`src/rtl/mem_access_unit.sv`:
```
// Load/store sequencer between the MEM stage and the data RAM.
// Runs one access per request through IDLE -> ACCESS|FAULT -> DONE, drives
// big-endian byte lanes to the RAM and extends load data.
module mem_access_unit (
  input  logic        clk,
  input  logic        rst,
  input  logic        req_i,
  input  logic [2:0]  op_i,
  input  logic [31:0] addr_i,
  input  logic [31:0] wdata_i,
  output logic [31:0] rdata_o,
  output logic        done_o,
  output logic        stallreq_o,
  output logic        adel_o,
  output logic        ades_o,
  output logic        mem_ce_o,
  output logic        mem_we_o,
  output logic [31:0] mem_addr_o,
  output logic [3:0]  mem_sel_o,
  output logic [31:0] mem_data_o,
  input  logic [31:0] mem_data_i
);

  typedef enum logic [1:0] {
    S_IDLE   = 2'd0,
    S_ACCESS = 2'd1,
    S_FAULT  = 2'd2,
    S_DONE   = 2'd3
  } state_t;

  localparam logic [2:0] OP_LB  = 3'b000;
  localparam logic [2:0] OP_LBU = 3'b001;
  localparam logic [2:0] OP_LH  = 3'b010;
  localparam logic [2:0] OP_LHU = 3'b011;
  localparam logic [2:0] OP_LW  = 3'b100;
  localparam logic [2:0] OP_SB  = 3'b101;
  localparam logic [2:0] OP_SH  = 3'b110;
  localparam logic [2:0] OP_SW  = 3'b111;

  state_t      state_q, state_d;
  logic [2:0]  op_q;
  logic [31:0] addr_q;
  logic [31:0] wdata_q;
  logic        misaligned_q;
  logic [31:0] rdata_q;

  logic        is_store;
  logic        req_aligned;
  logic        accept;
  logic        access_active;
  logic [3:0]  lane_sel;
  logic [31:0] lane_data;
  logic [31:0] load_data;

  // Stores are the three top opcodes; everything at or below LW is a load.
  assign is_store = (op_q == OP_SB) || (op_q == OP_SH) || (op_q == OP_SW);
  assign accept   = (state_q == S_IDLE) && req_i;

  // Alignment check on the incoming request, decided before it is latched.
  always_comb begin
    // NOTE: every always_comb output gets a default first so no path infers a latch.
    req_aligned = 1'b1;
    case (op_i)
      OP_LH, OP_LHU, OP_SH: req_aligned = ~addr_i[0];
      OP_LW, OP_SW:         req_aligned = (addr_i[1:0] == 2'b00);
      default:              req_aligned = 1'b1;
    endcase
  end

  // State register; reset returns to IDLE from any state.
  always_ff @(posedge clk) begin
    // NOTE: sequential state uses non-blocking assignments so all registers update together.
    if (rst) state_q <= S_IDLE;
    else     state_q <= state_d;
  end

  // Request capture: op, address, data and misalignment are frozen at accept.
  always_ff @(posedge clk) begin
    if (rst) begin
      op_q         <= 3'b000;
      addr_q       <= 32'h0;
      wdata_q      <= 32'h0;
      misaligned_q <= 1'b0;
    end else if (accept) begin
      op_q         <= op_i;
      addr_q       <= addr_i;
      wdata_q      <= wdata_i;
      misaligned_q <= ~req_aligned;
    end
  end

  // Load result register, written only at the end of a load ACCESS cycle.
  always_ff @(posedge clk) begin
    if (rst)                                  rdata_q <= 32'h0;
    else if (state_q == S_ACCESS && !is_store) rdata_q <= load_data;
  end

  // Next-state logic and the control outputs, all suppressed while reset is high.
  always_comb begin
    state_d    = state_q;
    done_o     = 1'b0;
    adel_o     = 1'b0;
    ades_o     = 1'b0;
    stallreq_o = 1'b0;
    case (state_q)
      S_IDLE: begin
        stallreq_o = req_i;
        if (req_i) state_d = req_aligned ? S_ACCESS : S_FAULT;
      end
      S_ACCESS: begin
        stallreq_o = 1'b1;
        state_d    = S_DONE;
      end
      S_FAULT: begin
        stallreq_o = 1'b1;
        state_d    = S_DONE;
      end
      S_DONE: begin
        done_o  = 1'b1;
        adel_o  = misaligned_q & ~is_store;
        ades_o  = misaligned_q &  is_store;
        state_d = S_IDLE;
      end
      default: state_d = S_IDLE;
    endcase
    if (rst) begin
      done_o     = 1'b0;
      adel_o     = 1'b0;
      ades_o     = 1'b0;
      stallreq_o = 1'b0;
    end
  end

  // Byte-lane selects and replicated store data from the latched request.
  always_comb begin
    lane_sel  = 4'b1111;
    lane_data = wdata_q;
    case (op_q)
      OP_LB, OP_LBU, OP_SB: begin
        lane_sel  = 4'b1000 >> addr_q[1:0];
        lane_data = {4{wdata_q[7:0]}};
      end
      OP_LH, OP_LHU, OP_SH: begin
        lane_sel  = addr_q[1] ? 4'b0011 : 4'b1100;
        lane_data = {2{wdata_q[15:0]}};
      end
      default: begin
        lane_sel  = 4'b1111;
        lane_data = wdata_q;
      end
    endcase
  end

  // Load extraction: big-endian lane pick followed by sign or zero extension.
  always_comb begin
    logic [7:0]  ld_byte;
    logic [15:0] ld_half;
    ld_byte   = 8'h00;
    ld_half   = 16'h0000;
    load_data = mem_data_i;
    case (addr_q[1:0])
      2'd0:    ld_byte = mem_data_i[31:24];
      2'd1:    ld_byte = mem_data_i[23:16];
      2'd2:    ld_byte = mem_data_i[15:8];
      default: ld_byte = mem_data_i[7:0];
    endcase
    ld_half = addr_q[1] ? mem_data_i[15:0] : mem_data_i[31:16];
    case (op_q)
      OP_LB:   load_data = {{24{ld_byte[7]}}, ld_byte};
      OP_LBU:  load_data = {24'h0, ld_byte};
      OP_LH:   load_data = {{16{ld_half[15]}}, ld_half};
      OP_LHU:  load_data = {16'h0, ld_half};
      default: load_data = mem_data_i;
    endcase
  end

  // RAM port is live only in ACCESS, and reset kills it in the same cycle.
  assign access_active = (state_q == S_ACCESS) && !rst;
  assign mem_ce_o      = access_active;
  assign mem_we_o      = access_active && is_store;
  assign mem_addr_o    = access_active ? {addr_q[31:2], 2'b00} : 32'h0;
  assign mem_sel_o     = access_active ? lane_sel : 4'b0000;
  assign mem_data_o    = (access_active && is_store) ? lane_data : 32'h0;
  assign rdata_o       = rdata_q;

endmodule

```
`config.mk`:
```
export PLATFORM = sky130hd
export DESIGN_NAME = mem_access_unit
export DESIGN_NICKNAME = d
export VERILOG_FILES = /design/src/rtl/mem_access_unit.sv
export SDC_FILE = /design/constraint.sdc
export NUM_CORES = 1
export LEC_CHECK = 0
export BUFFER_PORTS_ARGS = -buffer_cell sky130_fd_sc_hd__buf_2
export CORE_MARGIN = 1
export CORE_UTILIZATION = 44
export DETAILED_ROUTE_END_ITERATION = 7
export HOLD_SLACK_MARGIN = 0.12
export PLACE_DENSITY = 0.8
export SLEW_MARGIN = 20
export SYNTH_ARGS = -nofsm -noshare
export SYNTH_HDL_FRONTEND = slang
export SYNTH_SLANG_ARGS = --single-unit
```
`constraint.sdc`:
```
create_clock -name clk -period 1.7 [get_ports clk]
set_clock_uncertainty 0.15 [all_clocks]
set_input_delay 0.255 -clock clk [delete_from_list [all_inputs] [get_ports clk]]
set_output_delay 0.255 -clock clk [all_outputs]
set_load 0.01 [all_outputs]
```
==> impl_metrics.py <==
metrics = {
    "cells_and_area": {
        "final.fill_count": 569,
        "layout.nets": 1110,
        "final_cell_area_um2": 9130,
        "instances_no_fill": 1148,
        "antenna_cells": 0,
        "multi_input_area_um2": 3250,
        "syn2layout_area_growth_pct": 82.4,
        "seq_area_um2": 2060,
        "layout-drive-gt1-share_pct": 44.2,
        "final_util_pct": 83.2,
    },
    "synthesis": {
        "synthCells": 671,
        "yosysSeqAreaShare_pct": 40.8,
        "syn_area_um2": 5010,
        "yosys_register_bits": 102,
        "synth_edf_count": 0,
        "synth_cell_types": 42,
        "ys_warn_count": 0,
        "async_reset_ff_share_pct": 0,
        "synth_flop_cell": "dfxtp_1",
        "avgSynthCellArea_um2": 7.46,
    },
    "die": {
        "fp.coreArea_um2": 11000,
        "pin_count": 208,
        "die_h_um": 109,
        "fp-row-count": 38,
        "die_area_um2": 11800,
        "die_w_um": 109,
        "initial_core_util_pct": 45.6,
    },
    "power": {
        "total_power_uw": 11400,
        "seqPwrFrac_pct": 29.9,
        "switching_share_pct": 37.7,
        "p_per_area_nw_per_um2": 1240,
        "power.share.clock_pct": 21.8,
        "total_leakage_power_uw": 0.00397,
        "vdd_drop_max_mv": 0.836,
        "p_switching_uw": 4280,
        "p_comb_share_pct": 48.3,
        "power.internal_uw": 7090,
    },
    "setup_path": {
        "arrival_ps": 1770,
        "rr_worst_depth": 9,
        "end_kind": "primary output",
        "path_class": "register to primary output",
        "crit_required_ps": 1290,
        "crit_fanout": 8,
        "critPathLaunchType": "register",
    },
    "drt": {
        "drt-vias-per-instance": 5.79,
        "wl_per_cell_um": 19.3,
        "via_count": 6648,
        "drc": 0,
        "routed_wirelength_mm": 22.2,
        "drtPass1Iterations": 5,
        "drt_iter0_markers": 679,
        "antenna_left": 0,
    },
    "place": {
        "placement.io_buffers": 205,
        "dp_cells": 1008,
        "dp_hpwl_mm": 10.6,
        "gp_congestion": 0.884,
        "postPlaceCellArea_um2": 6520,
    },
    "cts": {
        "clk_pin_slew_ps": 70,
        "clock-sinks": 102,
        "cts_max_path_buffers": 2,
        "cts_tree": "done",
        "cts_max_level": 3,
        "root_buffer": "clkbuf_16",
        "clkLatencyLatePin_ps": 340,
        "cts_buffers": 9,
    },
    "grt": {
        "grt_pass1_vias": 5845,
        "grt_use_total_pct": 31.2,
        "gr-total-overflow": 0,
        "grt_max_degree": 80,
        "antenna_found_initial": 0,
        "grt_first_pass_wirelength_mm": 28.4,
    },
    "timing": {
        "drv_slew": 0,
        "fin_ws_ps": -478,
        "period_share_pct": 128,
        "fin_tns_setup_ps": -27240,
        "rsz0062_at_grt": "yes",
        "fmax_mhz": 459,
        "setup_viol": 103,
        "post-route-min-period_ps": 2180,
        "hold_viol_final": 0,
    },
    "hold_path": {
        "whs_path_depth": 3,
        "hold_class": "input pin to register",
    },
    "run_status": {
        "failed_checks": "negative setup slack",
        "status": "finished with violations",
    },
    "run": {
        "drv_cap": 0,
    },
}
## Yosys cell counts (all sizes together), types with 9 or more instances
cell,number,area share [%]
clkbuf,25,1.9
a31oi,10,1.5
nor3,10,1.0
buf,32,3.9
nand2,198,15
o21ai,44,4.5
dfxtp,102,41
mux2i,13,2.6
and2,33,4.1
nor2,17,1.4
and3,9,1.1
a21oi,106,11
## metal layers
layer / vias up / global-route usage [%] / part of all wire [%] / routed length (um)
li1: 2936 / - / - / -
met1: 3127 / 34.9 / 35 / 7790
met2: 478 / 55.3 / 50 / 11200
met3: 107 / 7.29 / 10 / 2250
met4: 0 / 15.3 / 4.4 / 976
met5: - / 0 / 0 / 0
## what timing repair did
action,CTS,global route
cloned,4,9
pin swaps,17,60
endpoints found under the setup margin,76,112
hold buffers,91,0
setup buffers,3,28
hold endpoints to repair,91,0
gates resized for setup,96,140
## stage by stage
step	hold slack [ps]	worst slack [ps]
floorplan	241	-18.6
global route	160	-527
global placement	288	-67.3
CTS	122	-436
finish	182	-478
detailed placement	292	-88.9
## final timing paths
| kind | slack, ps | startpoint | endpoint |
|---|---|---|---|
| setup / recovery | -480 | op_q[0] | mem_data_o[20] |
| hold / removal | 180 | req_i | state_q[0] |
| setup reg to reg | -200 | op_q[2] | rdata_o[31] |
| hold reg to reg | 300 | rdata_o[6] | rdata_o[6] |
## cells by family (layout without fill, tap and decap cells)
family                   count (synthesis)  after routing  share of synthesized area (%)
AND/OR/NAND/NOR                        289            289                           25.5
AO/OA/AOI/OAI                          196            196                           23.3
flip-flops                             102            102                           40.8
buffers and inverters                   64            400                           6.32
multiplexers                            13             13                           2.60
adder cells (fa/ha/maj)                  5              5                           1.25
other                                    1              2                         0.0749
XOR/XNOR                                 1              1                          0.175
## cell usage in the layout, fill, tap and decap left out, drive strengths merged, types with 13 or more instances in the layout
cell type	n
a21oi	106
and2	33
buf	277
clkbuf	18
dfxtp	102
dlygate4sd3	89
mux2i	13
nand2	198
nor2	17
o21ai	44
## power by group through the flow
| stage | registers, uW | clock network [uW] | logic, uW |
|---|---|---|---|
| floorplan | 3430 | 0 | 2100 |
| finish | 3400 | 2480 | 5490 |
| global placement | 3330 | 0 | 3600 |
| detailed placement | 3360 | 0 | 3650 |
| CTS | 3330 | 2480 | 4330 |
| global route | 3450 | 2580 | 5820 |
## sequential cells by signal (all words and copies together) (netlist names)
name,count
addr_q,32
misaligned_q,1
op_q,3
rdata_o,32
state_q,2
wdata_q,32
## cell type report
cell class / instances / area share (%)
tap: 140 / 1.92
clock inverter: 7 / 1.40
clock buffer: 9 / 2.47
inverter: 7 / 0.452
sequential: 102 / 22.5
multi-input combinational: 506 / 35.6
timing repair buffer: 377 / 35.7
## worst max-delay path, cell delays in order (launching register included)
cell,delay (ps)
dfxtp_4,340
nand2b_4,140
buf_6,120
a21oi_4,190
buf_12,180
mux2i_1,250
nor2_1,60
buf_2,140
Note: power is estimated with default switching activity, not from simulation.
